===== src/rtl/vga_sched_pkg.sv =====
// Shared types for the VGA pattern scheduler and other frame-synchronous blocks.
package vga_sched_pkg;
    typedef enum logic [0:0] {SHOW, BLANK} sched_state_t;
    localparam int FRAME_CNT_W = 16;
endpackage


===== src/rtl/vga_frame_tick.sv =====
// One-cycle frame tick on the registered inactive->active vsync transition.
module vga_frame_tick #(
    parameter int VS_ACTIVE_LOW = 1
) (
    input  logic i_clk,
    input  logic i_reset,
    input  logic i_vs,
    output logic o_tick
);
    logic vsReg;
    logic vsPrev;

    // Both stages reset to "inactive" so an active vsync right after reset still ticks.
    always_ff @(posedge i_clk or posedge i_reset) begin
        if (i_reset) begin
            vsReg  <= 1'b0;
            vsPrev <= 1'b0;
        end else begin
            vsReg  <= i_vs ^ (VS_ACTIVE_LOW != 0);
            vsPrev <= vsReg;
        end
    end

    assign o_tick = vsReg & ~vsPrev;
endmodule


===== src/rtl/vga_pattern_scheduler.sv =====
// Frame-synchronous test-pattern sequencer with dwell, manual advance and black-frame insertion.
// Optional: define VGA_SCHED_FRAME_COUNT_EN to add the free-running o_frameCount port.
module vga_pattern_scheduler
    import vga_sched_pkg::*;
#(
    parameter int NUM_PATTERNS       = 4,
    parameter int SEL_W              = 2,
    parameter int FRAMES_PER_PATTERN = 120,
    parameter int BLANK_FRAMES       = 2,
    parameter int CNT_W              = 8,
    parameter int VS_ACTIVE_LOW      = 1
) (
    input  logic                   i_clk,
    input  logic                   i_reset,
    input  logic                   i_vs,
    input  logic                   i_nextReq,
    input  logic                   i_hold,
    output logic [SEL_W-1:0]       o_patternSel,
    output logic                   o_blank,
    output logic                   o_nextAck,
`ifdef VGA_SCHED_FRAME_COUNT_EN
    output logic [FRAME_CNT_W-1:0] o_frameCount,
`endif
    output logic                   o_busy
);
    localparam logic [SEL_W-1:0] SEL_LAST   = SEL_W'(NUM_PATTERNS - 1);
    localparam logic [CNT_W-1:0] DWELL_LAST = CNT_W'(FRAMES_PER_PATTERN - 1);
    localparam logic [CNT_W-1:0] BLANK_LAST = CNT_W'((BLANK_FRAMES > 0) ? BLANK_FRAMES - 1 : 0);

    sched_state_t     state;
    sched_state_t     stateNext;
    logic [CNT_W-1:0] dwell;
    logic [CNT_W-1:0] blankCnt;
    logic             reqPend;
    logic             pendNow;
    logic             pendNext;
    logic             doSwitch;
    logic             tick;

    vga_frame_tick #(.VS_ACTIVE_LOW(VS_ACTIVE_LOW)) uTick (
        .i_clk  (i_clk),
        .i_reset(i_reset),
        .i_vs   (i_vs),
        .o_tick (tick)
    );

    // A request arriving in the tick cycle itself is served at that tick.
    always_comb begin
        pendNow   = reqPend | i_nextReq;
        doSwitch  = tick && (state == SHOW) && (pendNow || ((dwell == DWELL_LAST) && !i_hold));
        pendNext  = doSwitch ? 1'b0 : pendNow;
        stateNext = state;
        case (state)
            SHOW:    if (doSwitch && (BLANK_FRAMES > 0)) stateNext = BLANK;
            BLANK:   if (tick && (blankCnt == BLANK_LAST)) stateNext = SHOW;
            default: stateNext = SHOW;
        endcase
    end

    always_ff @(posedge i_clk or posedge i_reset) begin
        if (i_reset) begin
            state        <= SHOW;
            dwell        <= '0;
            blankCnt     <= '0;
            reqPend      <= 1'b0;
            o_patternSel <= '0;
            o_blank      <= 1'b0;
            o_nextAck    <= 1'b0;
            o_busy       <= 1'b0;
        end else begin
            state     <= stateNext;
            reqPend   <= pendNext;
            o_blank   <= (stateNext == BLANK);
            o_busy    <= pendNext | (stateNext == BLANK);
            o_nextAck <= doSwitch;
            if (doSwitch) begin
                o_patternSel <= (o_patternSel == SEL_LAST) ? '0 : o_patternSel + 1'b1;
                dwell        <= '0;
                blankCnt     <= '0;
            end else if (tick && (state == SHOW) && !i_hold) begin
                dwell <= dwell + 1'b1;
            end else if (tick && (state == BLANK) && (blankCnt != BLANK_LAST)) begin
                blankCnt <= blankCnt + 1'b1;
            end
        end
    end

`ifdef VGA_SCHED_FRAME_COUNT_EN
    always_ff @(posedge i_clk or posedge i_reset) begin
        if (i_reset)   o_frameCount <= '0;
        else if (tick) o_frameCount <= o_frameCount + 1'b1;
    end
`endif
endmodule


===== config.mk =====
export PLATFORM = sky130hd
export DESIGN_NAME = vga_pattern_scheduler
export DESIGN_NICKNAME = d
export VERILOG_FILES = /design/src/rtl/vga_sched_pkg.sv /design/src/rtl/vga_frame_tick.sv /design/src/rtl/vga_pattern_scheduler.sv
export SDC_FILE = /design/constraint.sdc
export NUM_CORES = 1
export LEC_CHECK = 0
export CAP_MARGIN = 20
export CORE_MARGIN = 4
export CORE_UTILIZATION = 50
export CTS_BUF_LIST = sky130_fd_sc_hd__clkbuf_8
export DETAILED_ROUTE_END_ITERATION = 10
export GPL_TIMING_DRIVEN = 0
export PLACE_DENSITY = 0.8
export SLEW_MARGIN = 20
export SYNTH_ARGS = -nofsm -noshare
export SYNTH_HDL_FRONTEND = slang
export SYNTH_SLANG_ARGS = --single-unit

===== constraint.sdc =====
create_clock -name i_clk -period 2.4 [get_ports i_clk]
set_input_delay 0.24 -clock i_clk [delete_from_list [all_inputs] [get_ports i_clk]]
set_output_delay 0.24 -clock i_clk [all_outputs]
set_load 0.01 [all_outputs]

## Word level (Yosys, flattened, before mapping)

Index checks and enable logic that the tools add are counted.

| storage, ports and cells | value |
|---|---|
| input port bits | 5 |
| output and inout bits | 5 |
| flip-flop bits (word level) | 24 |
| logic and storage cells | 45 |

| operators by class | value |
|---|---|
| add/subtract/negate cells | 3 |
| bitwise logic cells | 6 |
| eq/ne operators | 5 |
| muxes and demuxes | 10 |
| reductions and logical operators | 12 |

Operators by type and width:

| cell | count |
|---|---|
| two-way mux 8 bit | 5 |
| adder 8 x 1 -> 8 bit (second input constant) | 2 |
| == test 8 x 1 -> 1 bit (second input constant) | 1 |
| == test 8 x 7 -> 1 bit (second input constant) | 1 |
| inequality test 8 x 1 -> 1 bit (second input constant) | 1 |
| logical AND 1 bit | 7 |
| nonzero test 2 bit | 2 |
| two-way mux 1 bit | 3 |
| inverter 1 bit | 3 |
| adder 2 x 1 -> 2 bit (second input constant) | 1 |
| == test 2 bit (second input constant) | 1 |
| two-way mux 2 bit | 1 |
| inequality test 2 bit (second input constant) | 1 |
| OR 1 bit | 2 |
| one-hot mux 1 bit (2 select lines) | 1 |
| AND reduction 2 bit | 1 |
| AND 1 bit | 1 |
| logical NOT 1 bit | 1 |
| logical OR 1 bit | 1 |

## Longest topological paths before layout

Gate-level depths: netlist of run 1.

| depth | value |
|---|---|
| depth after elaboration | 7 |
| mapped depth | 7 |
| mapped depth without buffers | 6 |

## Modules after synthesis

Synthesis of run 1 repeated with hierarchy kept, for this count alone.

| second synthesis, totals | value |
|---|---|
| cells, all modules | 104 |
| area, all modules | 1142.3 µm² |

Modules (own cells, without submodules):

| module | times used | cells each | seq. area each (µm²) | area an instance (µm²) |
|---|---|---|---|---|
| vga_pattern_scheduler | 1 | 99 | 550.5 | 1071.0 |
| vga_frame_tick | 1 | 5 | 50.0 | 71.3 |

## Least setup slack after synthesis of run 1

Ideal clock, no wire load.

| timing path | value |
|---|---|
| path type | reg-to-reg |
| start | reg dwell[0] |
| end | reg o_patternSel[1] |
| setup slack | 0.549 ns |
| required time | 2.275 ns |
| stages on the path, launching flop included | 7 |
| setup time | 0.125 ns |
| period minus slack after synthesis | 1.851 ns |
| path buffers | 1 |
| arrival time | 1.726 ns |
| path through | dfrtp_1 -> ha_1 -> nand3b_1 -> or4_4 -> a21oi_4 -> buf_6 -> mux2_4 |

| between the ends | value |
|---|---|
| longest elaborated chain between the ends | 4 |

Ends and longest elaborated chain:

| element | line | text |
|---|---|---|
| from (decl) | vga_pattern_scheduler.sv:32 | `logic [CNT_W-1:0] dwell;` |
| from (signal assigned) | vga_pattern_scheduler.sv:81 | `dwell <= dwell + 1'b1;` |
| == test 8 x 7 -> 1 bit | vga_pattern_scheduler.sv:50 | `doSwitch = tick && (state == SHOW) && (pendNow \|\| ((dwell == DWELL_LAST) && !i_hold));` |
| logical AND 1 bit | vga_pattern_scheduler.sv:50 |  |
| logical OR 1 bit | vga_pattern_scheduler.sv:50 |  |
| logical AND 1 bit | vga_pattern_scheduler.sv:50 |  |
| to (signal assigned) | vga_pattern_scheduler.sv:77 | `o_patternSel <= (o_patternSel == SEL_LAST) ? '0 : o_patternSel + 1'b1;` |
| to (decl) | vga_pattern_scheduler.sv:18 | `output logic [SEL_W-1:0] o_patternSel,` |

No other way between the ends.
A chain may end at the register's enable or synchronous reset.

## Worst setup path in the final report of run 1

Ends and elaborated chain as after synthesis.

==> metrics.md, run 1 <==
| Metric | Value |
|---|---|
| Worst Tran Pin Value | `0.923 ns` |
| Final count of pins violating max slew | `0` |
| Post-synth EDFFs | `0` |
| CP max stage delay | `0.53 ns` |
| Final ANT Viol Nets | `0` |
| Slew headroom | `38.4%` |
| Slowest cell on crit path | `or4_4` |
| GR Overflow Total | `0` |
| Critical-path cell list | `ha_1 > nand3b_1 > or4_4 > a21oi_4 > buf_6 > mux2_4` |
| Hold Path Origin | `i_vs` |
| Syn Inst Count | `107` |
| Sw Share | `32.7%` |
| R2R setup slack | `0.42 ns` |
| Synth unique cells | `28` |
| Status | `completed` |
| Total power | `1.17 mW` |
| Final WL | `2040 um` |
| Minimum clock period | `1.98 ns` |
| Port Buf Inserts | `9` |
| Hold depth | `2` |
| Worst EP required | `2.55 ns` |
| DR DRC count | `0` |
| Post-synth top area share | `52.0%` |
| Sum Neg Setup Slack | `0 ns` |
| Drt pass-1 iters | `4` |
| Synth area leaders | `dfrtp_1 52%, xnor2_1 8.3%, nor2_1 6.5%` |
| Crit Reg-Reg Startpoint | `dwell[0]` |
| Sequential element share of the synthesized area | `52.0%` |
| Synth Net Count | `116` |
| Pre-CTS setup slack | `0.243 ns` |
| R2R depth | `6` |
| # diodes | `0` |
| LEAKAGE | `0.557 nW` |
| Die Y-Extent | `56.1 um` |
| Area Overhead vs Synth | `14.4%` |
| Fin crit share | `82.4%` |
| Clock slew seen by the registers of the worst setup and hold paths | `0.08 ns` |
| CTS Buf Count | `3` |
| CTS tree | `yes` |
| Clk root buf | `clkbuf_8` |
| Hold buffer count at CTS | `0` |
| Die X | `56.1 um` |
| Max Fclk | `505 MHz` |
| Dpl hpwl | `1520 um` |
| Die area | `3140 um^2` |
| Worst reg2reg path endpoint | `o_patternSel[1]` |
| Num Clock Sinks | `24` |
| Delay-heaviest family, CP | `simple AND/OR/NAND/NOR gates` |
| Bufs and invs on worst path | `1` |
| GP Congestion | `0.764` |
| Critical-path maximum fanout | `10` |
| Fin. Hold Viols | `0` |
| Core footprint | `2210 um^2` |
| Flops & latches, synth | `24` |
| Setup violations, final | `0` |
| CP Launch Type | `flop` |
| Pint | `0.788 mW` |
| Hold path endpoint | `uTick.vsReg` |
| Core Rows | `17` |
| Final core occ | `59.7%` |
| RSZ-0062 raised after global routing | `false` |
| Initial antenna violation count | `0` |
| Area leader, netlist | `dfrtp_1` |
| Via density | `5.29` |
| Async SR Flop Fraction | `100%` |
| CP endpoint kind | `flop` |
| Worst Hold Class | `input port to flop` |
| Clock Path Buffers | `2` |
| Clk_skew | `0.00415 ns` |
| Power share of the clock group | `19.3%` |
| First-pass GRT wire length | `3620 um` |
| Seq pwr share | `53.0%` |
| Fin nets | `130` |
| PD cells | `887 nW/um^2` |
| Sw power | `0.384 mW` |
| Setup WS post-layout | `0.422 ns` |
| Mapped cell area | `1150 um^2` |
| CTS H-tree depth | `1` |
| Syn avg cell area | `10.8 um^2` |
| Yosys synthesis warning count | `0` |
| DR vias | `777` |
| CP Class | `flop to flop` |
| Max Cap Viol | `0` |
| Starting Density | `52.2%` |
| Primary FF master, synth | `dfrtp_1` |
| Clock Latency Late Sink | `0.26 ns` |
| Comb pwr share | `27.7%` |
| IO Count | `10` |
| Number of global-route vias before repair | `797` |
| Postcts setup bufs | `0` |
| DR WL/cell | `13.9 um` |
| Maximum resistive drop on vdd | `0.630 mV` |
| Crit path DAT | `2.13 ns` |
| Cts repair resizes | `0` |
| Ratio of cells with drive above 1 in the final layout | `8.40%` |
| Largest net degree at the start of global routing | `25` |
| Total GRT Usage | `15.0%` |
| DRT iter0 DRCs | `9` |
| Fin Hold WS | `0.450 ns` |
| Fill cells | `207` |
==> power by group through the flow <==
stage | clock, mW | sequential [mW] | combinational (mW)
detailed placement | 0 | 0.627 | 0.326
finish | 0.226 | 0.622 | 0.324
global placement | 0 | 0.618 | 0.303
floorplan | 0 | 0.607 | 0.224
global route | 0.259 | 0.637 | 0.371
CTS | 0.235 | 0.620 | 0.331
==> layout by cell type, fill, tap and decap left out, drive strengths merged <==
cell / instances
nor4: 1
or4: 1
clkbuf: 3
a21oi: 3
inv: 7
mux2: 2
nor3: 6
nor4b: 2
nand2b: 1
nand3b: 3
clkdlybuf4s50: 9
nand2: 4
nand3: 3
nand4b: 3
or3b: 1
xnor2: 11
o21ai: 1
nand4bb: 1
o211ai: 1
o21a: 1
ha: 4
nand4: 1
dfrtp: 24
xor2: 2
mux2i: 1
a211oi: 1
buf: 2
nor2: 20
==> registers in the layout, summed over array words and instances, names as in the netlist <==
| name | flops |
|---|---|
| uTick.vsPrev | 1 |
| state | 1 |
| uTick.vsReg | 1 |
| o_busy | 1 |
| blankCnt | 8 |
| dwell | 8 |
| reqPend | 1 |
| o_nextAck | 1 |
| o_patternSel | 2 |
==> metal layers <==
metal | global-route usage (%) | part of all wire [%]
met1 | 18.8 | 46
met4 | 6.10 | 1.3
met3 | 3.94 | 3.7
met2 | 24.5 | 49
met5 | 0 | 0
==> cell usage after synthesis (all sizes together) (2+ instances only) <==
cell and count:
nand3 3, nor4b 2, xnor2 11, dfrtp 24
ha 4, nor3 6, nand2 4, a21oi 3
nor2 20, buf 2, nand4b 3, xor2 2
nand3b 3, mux2 2, inv 7
==> area by class of cell <==
type / instances / area (um^2) / area share, %
plain buffers: 2 / 22.5 / 1.70
well taps: 28 / 35.0 / 2.65
inverters: 7 / 26.3 / 1.99
clock buffers: 3 / 41.3 / 3.12
flip-flops and latches: 24 / 601 / 45.5
multi-input cells: 74 / 505 / 38.3
repair buffers: 9 / 90.1 / 6.82
==> per-stage QoR <==
step | instances | cell area (um^2)
floorplan | 107 | 1150
global placement | 144 | 1280
detailed placement | 144 | 1280
CTS | 147 | 1320
global route | 147 | 1320
finish | 147 | 1320
==> worst max path at each step <==
stage / startpoint / endpoint / slack [ns] / cells after the start
floorplan: dwell[0] / o_patternSel[1] / 0.55 / 6
global placement: i_hold / o_patternSel[1] / 0.24 / 6
detailed placement: i_hold / o_patternSel[1] / 0.24 / 6
CTS: dwell[0] / o_patternSel[1] / 0.42 / 6
global route: dwell[0] / o_patternSel[1] / 0.35 / 6
finish: dwell[0] / o_patternSel[1] / 0.42 / 6
==> cells by family after synthesis <==
logic type                 after synthesis  synth area share, %
AOI/OAI and AO/OA                        7                 4.66
xor gates and xnor gates                13                 9.86
adders and majority gates                4                 4.33
buffers and inverters                    9                 4.23
DFF                                     24                 52.0
muxes                                    3                 3.14
and+or+nand+nor                         47                 21.8
(Power assumes the default switching activity.)
==> inputs of run 2 (changes only) <==
--- a/config.mk
+++ b/config.mk
@@ -11,7 +11,7 @@
 export CTS_BUF_LIST = sky130_fd_sc_hd__clkbuf_8
 export DETAILED_ROUTE_END_ITERATION = 10
 export GPL_TIMING_DRIVEN = 0
-export PLACE_DENSITY = 0.8
+export PLACE_DENSITY = 0.82
 export SLEW_MARGIN = 20
 export SYNTH_ARGS = -nofsm -noshare
 export SYNTH_HDL_FRONTEND = slang
==> constraint.sdc (replaced) <==
create_clock -name i_clk -period 1.7 [get_ports i_clk]
set_input_delay 0.17 -clock i_clk [delete_from_list [all_inputs] [get_ports i_clk]]
set_output_delay 0.17 -clock i_clk [all_outputs]
set_load 0.01 [all_outputs]
==> run 2 against run 1 <==
Core utilization increased by 3.9 points. Worst setup slack got worse by 0.54 ns. Via count up 10%. The flow now finishes with violations (setup timing). Die area did not move. Critical path depth stayed put. Sequential share of layout area shrank 2.8 points. Hold slack got worse by 0.079 ns. Highest routed layer unchanged. First-iteration DRC count grew to 3.1 times the previous value. Total power grew 50%.
==> metrics.md, run 2 (synthesis gave the netlist of run 1 again) <==
| Metric | Value |
|---|---|
| Status | `finished with violations` |
| Fin nets | `138` |
| RSZ-0062 raised after global routing | `true` |
| Fin. Hold Viols | `0` |
| Clock Latency Late Sink | `0.27 ns` |
| Slew headroom | `42.6%` |
| Core Rows | `17` |
| Die X | `56.1 um` |
| DR DRC count | `0` |
| Fin Hold WS | `0.371 ns` |
| First-pass GRT wire length | `3880 um` |
| Ratio of cells with drive above 1 in the final layout | `16.4%` |
| Pre-CTS setup slack | `-0.372 ns` |
| Top layer in use | `met4` |
| Most frequent cells in the layout | `24 x dfrtp_1, 20 x nor2_1, 11 x xnor2_1` |
| Final ANT Viol Nets | `0` |
| Stages on worst setup path | `6` |
| Worst Tran Pin Value | `0.860 ns` |
| CTS tree | `yes` |
| Port Buf Inserts | `9` |
| Worst EP required | `1.86 ns` |
| Area Overhead vs Synth | `21.9%` |
| Critical-path maximum fanout | `5` |
| DR vias | `858` |
| Final count of pins violating max slew | `0` |
| Clock slew seen by the registers of the worst setup and hold paths | `0.08 ns` |
| Post-route cell area | `1410 um^2` |
| CP max stage delay | `0.46 ns` |
| Total GRT Usage | `15.7%` |
| IO Count | `10` |
| Worst Hold Class | `input port to async pin` |
| Commonest non-fill, non-tap cell in the layout | `dfrtp_1` |
| Num Clock Sinks | `24` |
| DR WL/cell | `14.4 um` |
| CTS H-tree depth | `1` |
| Final WL | `2240 um` |
| Non-Filler Instances | `156` |
| Maximum resistive drop on vdd | `0.777 mV` |
| Metal2 WL | `1140 um` |
| Starting Density | `52.2%` |
| Fin crit share | `107%` |
| Sum Neg Setup Slack | `-0.521 ns` |
| Die Y-Extent | `56.1 um` |
| Dpl hpwl | `1390 um` |
| Met3 WL | `110 um` |
| LEAKAGE | `0.604 nW` |
| Largest registers | `blankCnt: 8 flops, dwell: 8 flops, o_patternSel: 2 flops` |
| Drt pass-1 iters | `4` |
| PD cells | `1250 nW/um^2` |
| Failing checks | `setup timing` |
| Via density | `5.50` |
| WL met1 | `935 um` |
| Critical-path cell list | `ha_2 > nand3b_1 > or4_4 > a21oi_4 > buf_6 > mux2_4` |
| Setup violations, final | `15` |
| Placed Cells | `144` |
| Clock Path Buffers | `2` |
| Post-placement cell area | `1280 um^2` |
| Clk_skew | `0.00141 ns` |
| GR Overflow Total | `0` |
| Hold buffer count at CTS | `0` |
| R2R depth | `6` |
| Minimum clock period | `1.82 ns` |
| Core footprint | `2210 um^2` |
| GP Congestion | `0.760` |
| CP Launch Type | `flop` |
| Setup WS post-layout | `-0.119 ns` |
| Crit path DAT | `1.98 ns` |
| CTS Buf Count | `3` |
| # diodes | `0` |
| Final core occ | `63.6%` |
| Delay-heaviest family, CP | `simple AND/OR/NAND/NOR gates` |
| Bufs and invs on worst path | `1` |
| Max Cap Viol | `0` |
| CP Class | `flop to flop` |
| Total power | `1.76 mW` |
| DRT iter0 DRCs | `28` |
| R2R setup slack | `-0.12 ns` |
| Max Fclk | `550 MHz` |
| Initial antenna violation count | `0` |
| Slowest cell on crit path | `or4_4` |
| Largest net degree at the start of global routing | `25` |
| CP endpoint kind | `flop` |
| Clk root buf | `clkbuf_8` |
| Number of global-route vias before repair | `876` |
| Die area | `3140 um^2` |
run 2: cell count changes in the layout (fill, tap and decap cells not counted):
cell | previous run | this run
clkbuf_8 | 3 | 4
ha_2 | 0 | 1
buf_6 | 2 | 3
nor4b_1 | 2 | 1
ha_1 | 4 | 3
buf_4 | 0 | 7
nor4b_2 | 0 | 1
run 2: final cells by class:
cell class	instances	area, um^2
Fill cell	183	805
Timing Repair Buffer	17	154
Tap cell	28	35.0
Sequential cell	24	601
Clock buffer	4	55.1
Inverter	7	26.3
Buffer	2	22.5
Multi-Input combinational cell	74	514
run 2: what timing repair did:
action	CTS	global route
pin swaps	1	0
hold endpoints to repair	0	0
setup endpoints to repair	20	19
buffers inserted	5	3
gates resized for setup	0	2
cloned	0	0
run 2: path summary, 6_finish.rpt:
| check | endpoint | startpoint |
|---|---|---|
| hold / removal | state | i_reset |
| setup reg to reg | o_patternSel[1] | dwell[0] |
| setup / recovery | o_patternSel[1] | dwell[0] |
| min in group i_clk | uTick.vsReg | i_vs |
| hold reg to reg | reqPend | reqPend |
| max in group asynchronous | blankCnt[4] | i_reset |
run 2: power breakdown:
group          internal (mW)  switching, mW
Combinational          0.268          0.233
Clock                  0.207          0.179
Sequential             0.713          0.156
run 2: routing by layer:
layer  up-vias  GRT usage (%)
li1        404              -
met1       422           18.7
met2        27           25.9
met3         5           3.48
met4         0           8.81
met5         -              0
